## src/rtl/comp_event_ctrl.sv

```systemverilog
// Comparator event qualifier: N-sample zone qualification, sticky W1C trip flags, registered IRQ.
// Optional overflow tracking is built when COMP_EVT_OVF_EN is defined; otherwise evt_ovf_out is 2'b00.
module comp_event_ctrl #(
  parameter int CNT_W = 4
) (
  input  logic             SYSCLK,
  input  logic             SYSRST,
  input  logic             comp_en_reg,
  input  logic             comp_osr_signal,
  input  logic             comp_low_signal,
  input  logic             comp_high_signal,
  input  logic [CNT_W-1:0] evt_cnt_reg,
  input  logic [1:0]       evt_ie_reg,
  input  logic [1:0]       evt_clr,
  output logic [1:0]       evt_flag_out,
  output logic [1:0]       evt_zone_out,
  output logic [1:0]       evt_ovf_out,
  output logic             evt_irq
);

  localparam logic [2:0] IDLE      = 3'd0;
  localparam logic [2:0] INRANGE   = 3'd1;
  localparam logic [2:0] LOW_Q     = 3'd2;
  localparam logic [2:0] HIGH_Q    = 3'd3;
  localparam logic [2:0] LOW_TRIP  = 3'd4;
  localparam logic [2:0] HIGH_TRIP = 3'd5;

  logic [2:0]       state, state_next;
  logic [CNT_W-1:0] cnt, cnt_next, cnt_inc, cnt_sel, n_eff;
  logic [1:0]       trip_entry;
  logic [1:0]       flag_next;

  // A programmed count of zero behaves as a single-sample qualification.
  assign n_eff   = (evt_cnt_reg == '0) ? CNT_W'(1) : evt_cnt_reg;
  assign cnt_inc = (cnt < n_eff) ? cnt + CNT_W'(1) : cnt;

  always_comb begin
    state_next = state;
    cnt_next   = cnt;
    cnt_sel    = '0;
    if (!comp_en_reg) begin
      state_next = IDLE;
      cnt_next   = '0;
    end else if (state == IDLE) begin
      state_next = INRANGE;
    end else if (comp_osr_signal) begin
      if (comp_high_signal) begin
        if (state != HIGH_TRIP) begin
          cnt_sel    = (state == HIGH_Q) ? cnt_inc : CNT_W'(1);
          cnt_next   = cnt_sel;
          state_next = (cnt_sel >= n_eff) ? HIGH_TRIP : HIGH_Q;
        end
      end else if (comp_low_signal) begin
        if (state != LOW_TRIP) begin
          cnt_sel    = (state == LOW_Q) ? cnt_inc : CNT_W'(1);
          cnt_next   = cnt_sel;
          state_next = (cnt_sel >= n_eff) ? LOW_TRIP : LOW_Q;
        end
      end else begin
        state_next = INRANGE;
        cnt_next   = '0;
      end
    end
  end

  // Flags are set only on the transition into a trip state, never per sample.
  assign trip_entry[0] = (state_next == LOW_TRIP)  && (state != LOW_TRIP);
  assign trip_entry[1] = (state_next == HIGH_TRIP) && (state != HIGH_TRIP);
  assign flag_next     = (evt_flag_out & ~evt_clr) | trip_entry;

  always_ff @(posedge SYSCLK or posedge SYSRST) begin
    if (SYSRST) begin
      state        <= IDLE;
      cnt          <= '0;
      evt_flag_out <= 2'b00;
      evt_irq      <= 1'b0;
    end else begin
      state        <= state_next;
      cnt          <= cnt_next;
      evt_flag_out <= flag_next;
      evt_irq      <= |(evt_flag_out & evt_ie_reg);
    end
  end

  assign evt_zone_out = (state == LOW_TRIP)  ? 2'b01 :
                        (state == HIGH_TRIP) ? 2'b10 : 2'b00;

`ifdef COMP_EVT_OVF_EN
  logic [1:0] ovf_set;

  // A repeat trip counts as overflow only if its flag survives this cycle's clear.
  assign ovf_set = trip_entry & evt_flag_out & ~evt_clr;

  always_ff @(posedge SYSCLK or posedge SYSRST) begin
    if (SYSRST) begin
      evt_ovf_out <= 2'b00;
    end else begin
      evt_ovf_out <= (evt_ovf_out & ~evt_clr) | ovf_set;
    end
  end
`else
  assign evt_ovf_out = 2'b00;
`endif

endmodule

```

## config.mk

```make
export PLATFORM = sky130hd
export DESIGN_NAME = comp_event_ctrl
export DESIGN_NICKNAME = d
export VERILOG_FILES = /design/src/rtl/comp_event_ctrl.sv
export SDC_FILE = /design/constraint.sdc
export NUM_CORES = 1
export LEC_CHECK = 0
export CORE_ASPECT_RATIO = 1.2
export CORE_MARGIN = 2
export CORE_UTILIZATION = 40
export CTS_CLUSTER_SIZE = 20
export DETAILED_ROUTE_END_ITERATION = 6
export PLACE_DENSITY = 0.76
export SLEW_MARGIN = 10
export SYNTH_ARGS = -nofsm -noshare
export SYNTH_HDL_FRONTEND = slang
export SYNTH_SLANG_ARGS = --single-unit
```

## constraint.sdc

```tcl
create_clock -name SYSCLK -period 4.2 [get_ports SYSCLK]
set_clock_uncertainty 0.2 [all_clocks]
set_input_delay 0.42 -clock SYSCLK [delete_from_list [all_inputs] [get_ports SYSCLK]]
set_output_delay 0.42 -clock SYSCLK [all_outputs]
set_load 0.01 [all_outputs]
```

==> results.py, run 1 <==
metrics = {
    "detailed_routing": {
        "post_drt_wl_per_cell_um": 12.5,
        "antenna_left": 0,
        "drt_iter0_drc": 12,
        "num_vias": 960,
        "vias_per_cell": 5.49,
        "wl_um": 2190,
        "drc": 0,
        "drt-pass1-iter-count": 4,
    },
    "clock_network": {
        "cts_max_path_buffers": 2,
        "cts_tree": "done",
        "clk_pin_slew_ns": 0.06,
        "numCtsBuffers": 3,
        "clock_latency_ns": 0.26,
        "ctsResizeCount": 0,
        "clock_sinks": 10,
        "htree_levels": 1,
        "cts-root-buf": "clkbuf_4",
        "cts_hold_buffers": 0,
        "post_cts_buffers": 0,
    },
    "global_route": {
        "grt_pass1_vias": 989,
        "globalRouteTotalUtil": 0.175,
        "grt_pass1_wl_um": 4110,
        "overflow": 0,
        "grt_start_max_net_pins": 11,
        "antenna_found_initial": 0,
    },
    "worst_setup_path": {
        "cp-end-kind": "register",
        "critPathKind": "input port to register",
        "crit_chain": "clkdlybuf4s50_1 -> inv_1 -> ha_1 -> or2_2 -> a21oi_1 -> or2_2 -> mux2i_1 -> nor2_1 -> ha_1 -> nand2_1 -> o21ai_0 -> a21oi_1 -> o311a_1 -> o41ai_1",
        "reg2reg_depth": 12,
        "cp_max_fo": 5,
        "cp.required_ns": 4.15,
        "critical-path-max-stage-delay_ns": 0.49,
        "critPathArrivalTime_ns": 3.75,
        "cp-start-kind": "input port",
        "cp_slowest_cell": "clkdlybuf4s50_1",
    },
    "sta": {
        "hold_violations": 0,
        "tns_ns": 0,
        "max_slew_margin": 0.638,
        "setup-violations-final": 0,
        "whs_ns": 0.221,
        "period_share": 0.903,
        "rsz0062_at_grt": "no",
        "tightest_slew_ns": 0.540,
        "fmax_mhz": 264,
        "slew_viol_final": 0,
        "period_needed_ns": 3.79,
    },
    "synth": {
        "synth.avg_cell_area_um2": 8.21,
        "synth_enable_flop_cells": 0,
        "netlist_area_mm2": 0.00103,
        "netlist_instances": 125,
        "synth-main-ff-cell": "dfrtp_1",
        "ys_seq_elements": 10,
        "async_flop_share": 1.00,
        "ys_seq_area_frac": 0.244,
        "synthDistinctLibCells": 43,
        "ys.warnings.count": 0,
    },
    "layout": {
        "final_cell_mix": "18 x clkdlybuf4s50_1, 12 x inv_1, 12 x ha_1",
        "drive_above_1_share": 0.0775,
        "layout_commonest_cell": "clkdlybuf4s50_1",
        "layout.nets": 169,
        "utilization": 0.506,
        "num_antenna_cells": 0,
        "synthToLayoutAreaGrowth_pct": 22.1,
    },
    "power_and_ir_drop": {
        "finalPower_w": 0.000264,
        "ir_drop_mv": 0.143,
        "leakage_nw": 0.572,
        "powerDensity_mw_per_mm2": 211,
    },
    "min_path": {
        "hold_path.class": "input port to asynchronous set/reset pin",
    },
    "placement": {
        "dpl.hpwl_um": 1850,
        "portBuffers": 18,
        "place_congestion": 0.874,
    },
    "die": {
        "pin_count": 21,
        "coreArea_mm2": 0.00248,
        "die_h_um": 59.5,
        "rows": 20,
        "dieArea_mm2": 0.00299,
        "start_util": 0.414,
        "die_w_um": 50.2,
    },
    "run_status": {
        "status": "complete, no violations",
    },
    "flow_run": {
        "cap_violations": 0,
    },
}
==> through the flow <==
step | std cells | instance area [µm²] | setup WS (ns)
after floorplan | 126 | 1030 | 0.879
after detailed placement | 171 | 1220 | 0.143
final | 175 | 1250 | 0.406
after global placement | 171 | 1220 | 0.280
after global routing | 175 | 1250 | 0.142
after CTS | 175 | 1250 | 0.439
==> cell type report <==
type / instances / area, µm²
fillers: 237 / 1220
multi-input cells: 98 / 699
repair buffers: 18 / 180
well taps: 33 / 41.3
inverters: 12 / 45.0
flip-flops and latches: 10 / 250
clock buffers: 4 / 36.3
==> synth_stat cells, drive strengths merged, types with 2 or more instances <==
master | count | area (µm²)
nor2b | 2 | 12.5
a211oi | 3 | 22.5
buf | 6 | 35.0
o21ai | 10 | 50.1
nand2 | 7 | 26.3
or2 | 2 | 12.5
nand3b | 3 | 22.5
nor2 | 11 | 41.3
ha | 12 | 150
xor2 | 2 | 17.5
a31oi | 5 | 37.5
dfrtp | 10 | 250
xnor2 | 2 | 17.5
a21oi | 5 | 25.0
nor3 | 2 | 21.3
or3 | 3 | 18.8
mux2i | 2 | 20.0
nand2b | 6 | 37.5
inv | 12 | 45.0
==> worst paths after layout <==
check / end / slack, ns / start
max: evt_flag_out[0] / 0.41 / evt_cnt_reg[2]
min: state[0] / 0.22 / SYSRST
max reg2reg: evt_flag_out[0] / 0.70 / cnt[2]
min reg2reg: evt_flag_out[0] / 0.34 / evt_flag_out[0]
max in group asynchronous: cnt[2] / 3.32 / SYSRST
min in group SYSCLK: evt_flag_out[0] / 0.34 / evt_flag_out[0]
==> where the power goes <==
group | switching (W) | leakage [nW] | internal, W
Sequential | 0.00000835 | 0.136 | 0.000101
Combinational | 0.0000355 | 0.416 | 0.0000359
Clock | 0.0000308 | 0.0210 | 0.0000526
==> worst max-delay path, delay by kind of cell <==
family | cells | cell delay [ns]
and+or+nand+nor | 4 | 0.62
adders and majority gates | 2 | 0.56
muxes | 1 | 0.24
buffers and inverters | 2 | 0.56
AOI/OAI and AO/OA | 5 | 1.34
==> kinds of logic (layout without fill, tap and decap cells) <==
kind of cell | after synthesis | count (layout) | synth area share
XOR/XNOR | 4 | 4 | 0.0342
adder cells (fa/ha/maj) | 12 | 12 | 0.146
buffers and inverters | 18 | 34 | 0.0780
AND/OR/NAND/NOR | 43 | 43 | 0.244
multiplexers | 2 | 2 | 0.0195
flip-flops | 10 | 10 | 0.244
AO/OA/AOI/OAI | 35 | 35 | 0.231
other | 1 | 2 | 0.00366
==> sequential cells by signal, summed over array words and instances (netlist names) <==
signal / count
cnt: 4
evt_flag_out: 2
evt_irq: 1
state: 3
==> per-layer routing <==
| layer | global-route usage | vias up | routed length [µm] |
|---|---|---|---|
| met3 | 0.0253 | 3 | 89 |
| met4 | 0.0714 | 0 | 21 |
| met1 | 0.200 | 449 | 960 |
| met5 | 0 | - | 0 |
| li1 | - | 487 | - |
| met2 | 0.325 | 21 | 1120 |
(Power assumes the default switching activity.)
==> inputs of run 2 (changes only) <==
--- a/config.mk
+++ b/config.mk
@@ -10,6 +10,7 @@
 export CORE_UTILIZATION = 40
 export CTS_CLUSTER_SIZE = 20
 export DETAILED_ROUTE_END_ITERATION = 6
+export MAX_ROUTING_LAYER = met4
 export PLACE_DENSITY = 0.76
 export SLEW_MARGIN = 10
 export SYNTH_ARGS = -nofsm -noshare
==> results.py, run 2 (same netlist as run 1, synthesis figures left out) <==
metrics = {
    "run_status": {
        "status": "complete, no violations",
    },
    "power_and_ir_drop": {
        "finalPower_w": 0.000264,
        "leakage_nw": 0.572,
        "ir_drop_mv": 0.143,
        "powerDensity_mw_per_mm2": 211,
    },
    "clock_network": {
        "clock_latency_ns": 0.26,
        "post_cts_buffers": 0,
        "cts-root-buf": "clkbuf_4",
        "ctsResizeCount": 0,
        "cts_tree": "done",
        "clk_pin_slew_ns": 0.06,
        "cts_max_path_buffers": 2,
        "cts_hold_buffers": 0,
        "htree_levels": 1,
        "clock_sinks": 10,
        "numCtsBuffers": 3,
    },
    "flow_run": {
        "cap_violations": 0,
    },
    "worst_setup_path": {
        "cp.required_ns": 4.15,
        "critPathArrivalTime_ns": 3.75,
        "critPathKind": "input port to register",
        "critical-path-max-stage-delay_ns": 0.49,
        "reg2reg_depth": 12,
        "cp_slowest_cell": "clkdlybuf4s50_1",
        "worstSetupEndpoint": "evt_flag_out[0]",
        "cp_max_fo": 5,
        "cp-start-kind": "input port",
        "r2r-end": "evt_flag_out[0]",
        "crit_buf_inv": 2,
        "ff2ff_setup_slack_ns": 0.70,
        "cp-end-kind": "register",
        "timing.rr.start": "cnt[2]",
        "critPathTopFamily": "compound AO/OA/AOI/OAI gates",
        "cp.depth": 14,
        "crit_start": "evt_cnt_reg[2]",
        "crit_chain": "clkdlybuf4s50_1 -> inv_1 -> ha_1 -> or2_2 -> a21oi_1 -> or2_2 -> mux2i_1 -> nor2_1 -> ha_1 -> nand2_1 -> o21ai_0 -> a21oi_1 -> o311a_1 -> o41ai_1",
    },
    "layout": {
        "num_antenna_cells": 0,
        "n_fill_cell": 237,
        "final_cell_mix": "18 x clkdlybuf4s50_1, 12 x inv_1, 12 x ha_1",
        "layout_commonest_cell": "clkdlybuf4s50_1",
        "synthToLayoutAreaGrowth_pct": 22.1,
        "layout.nets": 169,
        "largest_register_ffs": 4,
        "drive_above_1_share": 0.0775,
        "largestRegisters": "cnt x4, state x3, evt_flag_out x2",
        "top_register": "cnt",
    },
    "sta": {
        "max_slew_margin": 0.638,
        "slew_viol_final": 0,
        "rsz0062_at_grt": "no",
        "hold_violations": 0,
        "period_share": 0.903,
        "fmax_mhz": 264,
        "period_needed_ns": 3.79,
        "tns_ns": 0,
        "tightest_slew_ns": 0.540,
        "setup-violations-final": 0,
    },
    "die": {
        "dieArea_mm2": 0.00299,
        "rows": 20,
        "die_w_um": 50.2,
        "start_util": 0.414,
        "die_h_um": 59.5,
        "pin_count": 21,
        "coreArea_mm2": 0.00248,
    },
    "placement": {
        "place_congestion": 0.889,
        "portBuffers": 18,
        "dpl.hpwl_um": 1850,
    },
    "global_route": {
        "antenna_found_initial": 0,
        "grt_start_max_net_pins": 11,
        "grt_pass1_wl_um": 4110,
        "overflow": 0,
        "grt_pass1_vias": 989,
        "globalRouteTotalUtil": 0.181,
    },
    "detailed_routing": {
        "drc": 0,
        "wl_um": 2190,
        "drt_iter0_drc": 12,
        "drt-pass1-iter-count": 4,
        "vias_per_cell": 5.48,
        "antenna_left": 0,
        "post_drt_wl_per_cell_um": 12.5,
        "num_vias": 959,
    },
    "min_path": {
        "hold_path.class": "input port to asynchronous set/reset pin",
    },
}
run 2: cell counts in the layout (fill, tap and decap cells not counted):
Identical to the previous run, type by type.
run 2: worst min path at each step:
stage | startpoint | endpoint | slack, ns | depth (start not counted)
2_1_floorplan | SYSRST | cnt[0] | 0.06 | 1
3_3_place_gp | evt_flag_out[0] | evt_flag_out[0] | 0.31 | 2
3_5_place_dp | evt_flag_out[1] | evt_irq | 0.32 | 1
4_1_cts | SYSRST | evt_irq | 0.23 | 2
5_1_grt | SYSRST | cnt[0] | 0.28 | 2
6_report | SYSRST | state[0] | 0.22 | 2
run 2: area by class of cell:
cell class	instances	area (µm²)	share of cell area
inverter	12	45.0	0.0360
multi-input combinational	98	699	0.558
timing repair buffer	18	180	0.144
clock buffer	4	36.3	0.0290
tap	33	41.3	0.0330
sequential	10	250	0.200
run 2: power by group:
part | leakage [nW] | switching [W] | internal [W] | total, W
Combinational | 0.416 | 0.0000355 | 0.0000359 | 0.0000714
Sequential | 0.136 | 0.00000835 | 0.000101 | 0.000110
Clock | 0.0210 | 0.0000307 | 0.0000526 | 0.0000832
Total | 0.572 | 0.0000745 | 0.000190 | 0.000264
run 2: worst register-to-register path, delay by kind of cell (launching register included):
| family | cells | cell delay [ns] |
|---|---|---|
| AO/OA/AOI/OAI | 5 | 1.34 |
| adder cells (fa/ha/maj) | 2 | 0.56 |
| flip-flops | 1 | 0.43 |
| multiplexers | 1 | 0.24 |
| AND/OR/NAND/NOR | 4 | 0.62 |
run 2: metal layers:
layer,part of all wire,global-route usage,routed length [µm],vias up
met3,0.036,0.0202,78,3
met5,0,-,0,-
li1,-,-,-,487
met1,0.44,0.203,971,448
met4,0.0096,0.0714,21,0
met2,0.51,0.325,1120,21
run 2: per-stage QoR:
step	hold WS [ns]	instance area, µm²	instances	setup WS [ns]	util
after detailed placement	0.320	1220	171	0.143	0.491
final	0.221	1250	175	0.408	0.506
after global routing	0.278	1250	175	0.142	0.506
after floorplan	0.0602	1030	126	0.879	-
after global placement	0.311	1220	171	0.280	0.491
after CTS	0.230	1250	175	0.439	0.506
==> inputs of run 3 (changes only) <==
--- a/config.mk
+++ b/config.mk
@@ -8,9 +8,10 @@
 export CORE_ASPECT_RATIO = 1.2
 export CORE_MARGIN = 2
 export CORE_UTILIZATION = 40
+export CTS_CLUSTER_DIAMETER = 100
 export CTS_CLUSTER_SIZE = 20
 export DETAILED_ROUTE_END_ITERATION = 6
-export MAX_ROUTING_LAYER = met4
+export GPL_ROUTABILITY_DRIVEN = 0
 export PLACE_DENSITY = 0.76
 export SLEW_MARGIN = 10
 export SYNTH_ARGS = -nofsm -noshare
==> results of run 3 <==
The final DEF is identical to that of run 1; final timing and power are the same.
==> RTL change: new RTL, flow settings as in run 1 <==
Build with the macro `COMP_EVT_OVF_EN` defined.
--- a/src/rtl/comp_event_ctrl.sv
+++ b/src/rtl/comp_event_ctrl.sv
@@ -1,5 +1,7 @@
 // Comparator event qualifier: N-sample zone qualification, sticky W1C trip flags, registered IRQ.
 // Optional overflow tracking is built when COMP_EVT_OVF_EN is defined; otherwise evt_ovf_out is 2'b00.
+`define COMP_EVT_OVF_EN
+
 module comp_event_ctrl #(
   parameter int CNT_W = 4
 ) (
Function: changed (a bounded check fails within 10 cycles, from zero or initial values and one cycle with SYSRST high).
==> RTL change against run 1 <==
  * Routed wire length grew 15%
  * Sequential cell count grew 2
  * Area after synthesis grew 9.9%
  * Non-clock buffer count grew 2
  * Setup slack gained 0.19 ns
  * Combinational power grew 7.1%
  * Largest cell class unchanged
  * Total power grew 12%
  * Final area grew 9.4%
  * Register-to-register slack gained 0.14 ns
==> RTL change: results (changes against run 1) <==
total track usage 0.171 (-0.00458); Critical Path Fanout Max 6 (+1); placed inst area 0.00133 mm² (+9.7%); vias in the first global route 1056 (+6.8%); reg2reg start cnt[3]; Max rail drop VDD 166 µV (+16%); CP max stage delay 0.47 ns (-0.02 ns); run status complete, no violations; largest net degree at the start of global routing 17 (+6); Switching Power 84.9 µW (+14%); YS warnings 0 (unchanged); Post-CTS Resized 0 (unchanged); fill count 266 (+12%); Via-to-Cell Ratio 5.43 (-1.1%); CTS root buffer clkbuf_4; Synth cell types 41 (-4.7%); Detail Placement HPWL 2.02 mm (+9.0%); Avg Inst Size Synth 8.11 µm² (-1.2%); IO Port Bufs 20 (+2); worst reg2reg setup slack 0.84 ns (+0.14 ns); Vias 1042 (+8.5%); H-tree levels 1 (unchanged); register area share after synthesis 0.266 (+0.0225); Worst Path Arrival 3.57 ns (-0.18 ns); depth of the worst register-to-register path 11 (-1); Largest regs cnt (4), state (3); commonest cells in the netlist 20 x nor2_1, 13 x inv_1, 12 x dfrtp_1, 12 x ha_1, 10 x nand2b_1; share of layout cells above drive strength 1 0.0443 (-0.0332); first-pass GRT wire length 4.37 mm (+6.6%); CTS clk-pin slew, worst paths 0.08 ns (+0.02 ns); CP Launch Point evt_cnt_reg[3]; Inst Count DP 188 (+9.9%); Leak 0.638 nW (+11%); reg2reg end evt_ovf_out[1]; GP Congestion 0.831 (-4.9%); wire per inst 13.2 µm (+5.2%); top post-synthesis cells by area dfrtp_1 27%, ha_1 13%, nor2_1 6.7%; Max-slew headroom 0.695 (+0.0571); DR iter-0 viols 18 (+6)
[RTL change: final cells by class]
cell class	instances	area, µm²	share of cell area
clock buffer	4	36.3	0.0265
sequential	12	300	0.219
multi-input combinational	109	742	0.542
tap	34	42.5	0.0311
inverter	13	48.8	0.0356
timing repair buffer	20	200	0.146
[RTL change: power groups by stage]
stage	clock network (mW)	registers (mW)	logic, mW
2_1_floorplan	0	0.127	0.0531
3_3_place_gp	0	0.131	0.0747
3_5_place_dp	0	0.131	0.0763
4_1_cts	0.0919	0.129	0.0768
5_1_grt	0.0987	0.131	0.0865
6_report	0.0892	0.129	0.0765
[RTL change: metal layers]
metal  vias to the layer above  routed length [µm]  track usage  share of wire
met2                        31                1240        0.295           0.49
met3                         2                 124       0.0240          0.049
li1                        529                   -            -              -
met5                         -                   0            0              0
met1                       480                1140        0.212           0.45
met4                         0                  21       0.0545         0.0083
[RTL change: how the worst max path moves through the flow]
stage                                end  cells past startpoint
after global placement    evt_ovf_out[1]                     13
after floorplan           evt_ovf_out[1]                     14
after detailed placement  evt_ovf_out[1]                     13
after CTS                 evt_ovf_out[1]                     13
after global routing      evt_ovf_out[1]                     14
final                     evt_ovf_out[1]                     13
[RTL change: metrics by stage]
step / hold WS [ns] / setup WS (ns)
4_1_cts: 0.268 / 0.582
6_report: 0.247 / 0.596
3_3_place_gp: 0.282 / 0.374
3_5_place_dp: 0.275 / 0.344
2_1_floorplan: 0.0847 / 1.09
5_1_grt: 0.302 / 0.393
[RTL change: critical path: cells and delay by family]
kind                       cells  cell delay (ns)
AOI/OAI and AO/OA              6             1.37
adders and majority gates      2             0.57
muxes                          1             0.32
buffers and inverters          2             0.55
and+or+nand+nor                2             0.32
[RTL change: cell families (layout without fill, tap and decap cells)]
kind of cell,count (synthesis),after routing,synth area share
compound gates,41,41,0.255
xor+xnor,3,3,0.0233
fa+ha+maj,12,12,0.133
buf+inv,18,37,0.0755
flops,12,12,0.266
mux,1,1,0.00888
simple gates,52,52,0.238
